--- config.mk ---
export PLATFORM = sky130hd
export DESIGN_NAME = gnr_walk_ctrl
export DESIGN_NICKNAME = d
export VERILOG_FILES = /design/src/rtl/gnr_walk_ctrl.sv
export SDC_FILE = /design/constraint.sdc
export NUM_CORES = 1
export LEC_CHECK = 0
export BUFFER_PORTS_ARGS = -buffer_cell sky130_fd_sc_hd__buf_2
export CORE_UTILIZATION = 43
export CTS_BUF_LIST = sky130_fd_sc_hd__clkbuf_8 sky130_fd_sc_hd__clkbuf_16
export CTS_CLUSTER_SIZE = 8
export DETAILED_ROUTE_END_ITERATION = 10
export PLACE_DENSITY_LB_ADDON = 0.15
export SYNTH_ARGS = -nofsm -noshare
export SYNTH_HDL_FRONTEND = slang
export SYNTH_SLANG_ARGS = --single-unit
--- constraint.sdc ---
create_clock -name clk -period 2.4 [get_ports clk]
set_input_delay 0.12 -clock clk [delete_from_list [all_inputs] [get_ports clk]]
set_output_delay 0.12 -clock clk [all_outputs]
set_load 0.02 [all_outputs]
--- src/rtl/gnr_walk_ctrl.sv ---
// ============================================================================
//  Module      : gnr_walk_ctrl
//  Description : Sweeps a range of initial states through a node array and
//                detects attractors by slow/fast trajectory collision.
//  Revision    : 1.0 - initial release
// ============================================================================
`default_nettype none

module gnr_walk_ctrl #(
  parameter int NUM_NODES = 8,
  parameter int CNT_W     = 16,
  parameter int MAX_STEPS = 4096
) (
  input  logic                 clk,
  input  logic                 rst,
  input  logic                 start,
  input  logic [NUM_NODES-1:0] init_first,
  input  logic [NUM_NODES-1:0] init_last,
  output logic                 busy,
  output logic                 done,
  output logic                 reset_nos,
  output logic [NUM_NODES-1:0] init_state,
  output logic                 start_s0,
  output logic                 start_s1,
  input  logic [NUM_NODES-1:0] rock_s0,
  input  logic [NUM_NODES-1:0] rock_s1,
  output logic                 res_valid,
  input  logic                 res_ready,
  output logic [NUM_NODES-1:0] res_init,
  output logic [NUM_NODES-1:0] res_state,
  output logic [CNT_W-1:0]     res_steps,
  output logic                 res_timeout
);

  localparam logic [CNT_W-1:0] c_max_steps = CNT_W'(MAX_STEPS);
  localparam logic [CNT_W-1:0] c_one       = CNT_W'(1);
  localparam logic [CNT_W-1:0] c_two       = CNT_W'(2);

  typedef enum logic [2:0] {
    S_IDLE = 3'd0,
    S_LOAD = 3'd1,
    S_STEP = 3'd2,
    S_CMP  = 3'd3,
    S_OUT  = 3'd4
  } state_t;

  state_t               r_state;
  logic [NUM_NODES-1:0] r_cur;
  logic [NUM_NODES-1:0] r_last;
  logic [CNT_W-1:0]     r_step_cnt;

  logic                 w_collide;
  logic                 w_timeout;
  logic                 w_last_init;
  logic [NUM_NODES-1:0] w_next_cur;

  // The first step always leaves both trajectories equal, so it is never compared.
  assign w_collide   = (r_step_cnt >= c_two) && (rock_s0 == rock_s1);
  assign w_timeout   = (r_step_cnt != c_one) && (r_step_cnt == c_max_steps);
  assign w_last_init = (r_cur == r_last);
  assign w_next_cur  = r_cur + 1'b1;

  always_ff @(posedge clk) begin
    if (rst) begin
      r_state     <= S_IDLE;
      r_cur       <= '0;
      r_last      <= '0;
      r_step_cnt  <= '0;
      busy        <= 1'b0;
      done        <= 1'b0;
      reset_nos   <= 1'b0;
      init_state  <= '0;
      start_s0    <= 1'b0;
      start_s1    <= 1'b0;
      res_valid   <= 1'b0;
      res_init    <= '0;
      res_state   <= '0;
      res_steps   <= '0;
      res_timeout <= 1'b0;
    end else begin
      done      <= 1'b0;
      reset_nos <= 1'b0;
      start_s0  <= 1'b0;
      start_s1  <= 1'b0;

      case (r_state)
        S_IDLE: begin
          if (start) begin
            r_cur      <= init_first;
            r_last     <= init_last;
            init_state <= init_first;
            reset_nos  <= 1'b1;
            busy       <= 1'b1;
            r_state    <= S_LOAD;
          end
        end

        S_LOAD: begin
          r_step_cnt <= '0;
          start_s0   <= 1'b1;
          start_s1   <= 1'b1;
          r_state    <= S_STEP;
        end

        S_STEP: begin
          r_step_cnt <= r_step_cnt + c_one;
          r_state    <= S_CMP;
        end

        S_CMP: begin
          if (w_collide || w_timeout) begin
            res_init    <= r_cur;
            res_state   <= rock_s1;
            res_steps   <= r_step_cnt;
            res_timeout <= ~w_collide;
            res_valid   <= 1'b1;
            r_state     <= S_OUT;
          end else begin
            start_s0 <= 1'b1;
            start_s1 <= 1'b1;
            r_state  <= S_STEP;
          end
        end

        S_OUT: begin
          if (res_ready) begin
            res_valid <= 1'b0;
            if (w_last_init) begin
              done    <= 1'b1;
              busy    <= 1'b0;
              r_state <= S_IDLE;
            end else begin
              r_cur      <= w_next_cur;
              init_state <= w_next_cur;
              reset_nos  <= 1'b1;
              r_state    <= S_LOAD;
            end
          end
        end

        default: begin
          busy      <= 1'b0;
          res_valid <= 1'b0;
          r_state   <= S_IDLE;
        end
      endcase
    end
  end

endmodule

`default_nettype wire

==> impl_metrics.tcl <==
set metrics [dict create \
    outcome "finished clean" \
    drc 0 \
    synthAdderAreaFrac_pct 1.473 \
    postRouteAntennaNets 0 \
    syn_inst 388 \
    muxShareOfSynthArea_pct 0.8837 \
    die_h_um 90.90 \
    dr.first_iter.drc_count 221 \
    worst_pin_slew_ns 0.7361 \
    cp.depth 7 \
    antenna_cells 0 \
    insertion_delay_ns 0.35 \
    syn_area_per_cell_sq_um 8.758 \
    areaGrowthSynthToFinish_pct 27.39 \
    yosysWarnings 0 \
    slew_viol_final 0 \
    crit_fanout 14 \
    arrival_ns 2.58 \
    setup_viol 0 \
    worstHoldStart "rock_s1[5]" \
    post-cts-setup-buffers 0 \
    cap_violations 0 \
    grt_first_pass_wirelength_um 14620 \
    fp.dieW_um 90.90 \
    worstSetupPathType "flop to flop" \
    hp-class "input pin to flop" \
    cts_sinks 73 \
    finalWorstSetupSlack_ns 0.1143 \
    crit_path_end "res_state[4]$_SDFFE_PP0P_" \
    dieArea_sq_um 8263 \
    max_slew_margin_pct 50.82 \
    required_ns 2.70 \
    worst-r2r-cell-count 7 \
    synth.top_cell.area_share_pct 43.00 \
    holdWs_ns 0.01623 \
    p_leak_nw 1.918 \
    syn-num-nets 428 \
    peakVddDrop_uv 421.6 \
    synth_compound_area_share_pct 22.42 \
    hpwl_um 6089 \
    crit_buf_inv 2 \
    fin_util_pct 56.32 \
    track_usage_pct 22.25 \
    synth_most_common_cell "dfxtp_1" \
    synth_cell_types 53 \
    power_mw 2.938 \
    synth_area_leader_cell "dfxtp_1" \
    timing.rr.start "r_step_cnt[9]$_SDFFE_PP0P_" \
    start_kind "flop" \
    synthesis.area_sq_um 3398 \
    rsz0062_at_grt "no" \
    hold_violations 0 \
    path_delay_family "simple AND/OR/NAND/NOR gates" \
    r2r_slack_ns 0.11 \
    routed_wl_um 8924 \
    avgViaCountPerCell 5.528 \
    overflow 0 \
    vias 3245 \
    htree_levels 3 \
    coreArea_sq_um 7687 \
    crit_slowest_cell "or4_1" \
    worstPathCellList "or4_1 -> or4_4 -> o21ai_4 -> buf_4 -> and2_4 -> clkbuf_16 -> a22o_2" \
    clk_pin_slew_ns 0.08 \
    clk_path_buf_depth 2 \
    min_period_over_period_pct 95.24 \
    ys_async_sr_fraction_pct 0 \
    drive_gt1_share_pct 32.99 \
    fin_crit_ns 2.286 \
    cts_tree "built" \
    grt_max_degree 52 \
    fin_tns_setup_ns 0 \
    rr_endpoint "res_state[4]$_SDFFE_PP0P_" \
    rows 32 \
    synth_xor_area_share_pct 4.381 \
    antenna_found_initial 0 \
    ioPinCount 83 \
    final_nets 521 \
    synth_flop_cell "dfxtp_1" \
    yosys-top-cells-count "dfxtp_1, nand2_1, nor2_1, a21oi_1, clkbuf_1" \
    yosysSeqAreaShare_pct 43.00 \
    synth_edf_count 0 \
    root_buffer "clkbuf_8" \
    grt_pass1_vias 3055 \
    synth_seq_cells 73 \
    power_density_nw_per_um2 678.7 \
    dp_slack_ns -0.04553 \
    gp_congestion 0.8839 \
    first_pass_iters 4 \
    post_drt_wl_per_cell_um 15.20 \
    hold_path_depth 2 \
    slowest_delay_ns 0.54 \
    io_buffers 82 \
    fmax_mhz 437.5 \
    ys_top_cells_by_area "dfxtp_1, a22o_2, nand2_1" \
    end_kind "flop" \
    synth-simple-area-share_pct 22.50 \
    cp-startpoint "r_step_cnt[9]$_SDFFE_PP0P_" \
    finClkSkew_ns 0.01300 \
    numCtsBuffers 9 \
    start_util_pct 44.21 \
    synth_top_family_by_area "simple AND/OR/NAND/NOR gates" \
]
## stage by stage
stage          cells  instance area [sq um]
2_1_floorplan    388                   3398
3_3_place_gp     564                   3966
3_5_place_dp     564                   3966
4_1_cts          586                   4300
5_1_grt          587                   4329
6_report         587                   4329
## logic make-up (layout without fill, tap and decap cells)
kind of cell	count (synthesis)	in the layout
simple gates	155	155
flops	73	73
mux	3	3
xor+xnor	17	17
fa+ha+maj	4	4
buf+inv	36	133
compound gates	100	100
## worst min-delay path by stage
| stage | to | slack [ns] |
|---|---|---|
| 6_report | res_state[5]$_SDFFE_PP0P_ | 0.02 |
| 2_1_floorplan | r_last[0]$_SDFFE_PP0P_ | 0.26 |
| 3_3_place_gp | r_last[2]$_SDFFE_PP0P_ | 0.36 |
| 5_1_grt | res_state[4]$_SDFFE_PP0P_ | 0.01 |
| 4_1_cts | r_last[4]$_SDFFE_PP0P_ | 0.0009 |
| 3_5_place_dp | r_last[0]$_SDFFE_PP0P_ | 0.37 |
## power by group
group | internal (mW) | switching (mW)
sequential | 1.25 | 0.0423
clock | 0.788 | 0.462
combinational | 0.156 | 0.241
## worst register-to-register path, stage by stage (launching register included)
cell,delay [ns]
dfxtp_2,0.37
or4_1,0.54
or4_4,0.53
o21ai_4,0.10
buf_4,0.19
and2_4,0.19
clkbuf_16,0.17
a22o_2,0.15
## placed cells by master (no fill, tap or decap), types with 2 or more instances in the layout
cell type      Yosys  layout
nor4_1            13      13
buf_4              1      24
a31oi_1            2       2
dfxtp_1           73      72
or4_1              3       3
o21ai_0            7       7
and3_1             4       4
a21oi_1           28      28
mux2i_1            3       3
o211ai_1           6       6
nor2b_1            2       2
dlygate4sd3_1      0       7
nor2_1            38      38
a22oi_1            2       2
xor2_1            17      17
clkbuf_8           0       9
bufinv_16          0       4
buf_2              2      82
or3_1              2       2
nor3_1             6       6
nand3_1           15      15
nand2b_1           8       8
a311o_1            2       2
or2_2              4       4
a22o_2            25      25
a311oi_1           4       4
ha_1               4       4
nand2_1           44      44
inv_1              3       4
a211oi_1           7       7
nor3b_1            6       6
nand4_1            3       3
a22o_1             3       3
## per-layer routing
layer	global-route usage, %	wire length [um]	vias to the layer above
li1	-	-	1587
met1	27.46	3955	1536
met2	38.07	4398	111
met3	3.620	412	11
met4	9.788	157	0
met5	0	0	-
## flip-flops by register name, indices dropped and copies added, names as in the netlist
register	count
res_steps	16
done	1
res_init	8
start_s1	1
r_step_cnt	16
res_state	8
reset_nos	1
res_valid	1
r_cur	8
r_last	8
busy	1
res_timeout	1
r_state	3
## what timing repair did
item	in CTS	in global routing
endpoints found under the setup margin	3	28
hold buffers	7	0
hold endpoints to repair	7	0
gates cloned	0	1
resized for setup	1	3
## layout make-up
class / instances / area (sq um)
fillers: 711 / 3358
repair buffers: 115 / 705.7
well taps: 102 / 127.6
multi-input cells: 279 / 1765
inverters: 3 / 11.26
flip-flops and latches: 73 / 1463
clock buffers: 9 / 123.9
clock inverters: 6 / 132.6
Power figures use the tool's default switching activity.
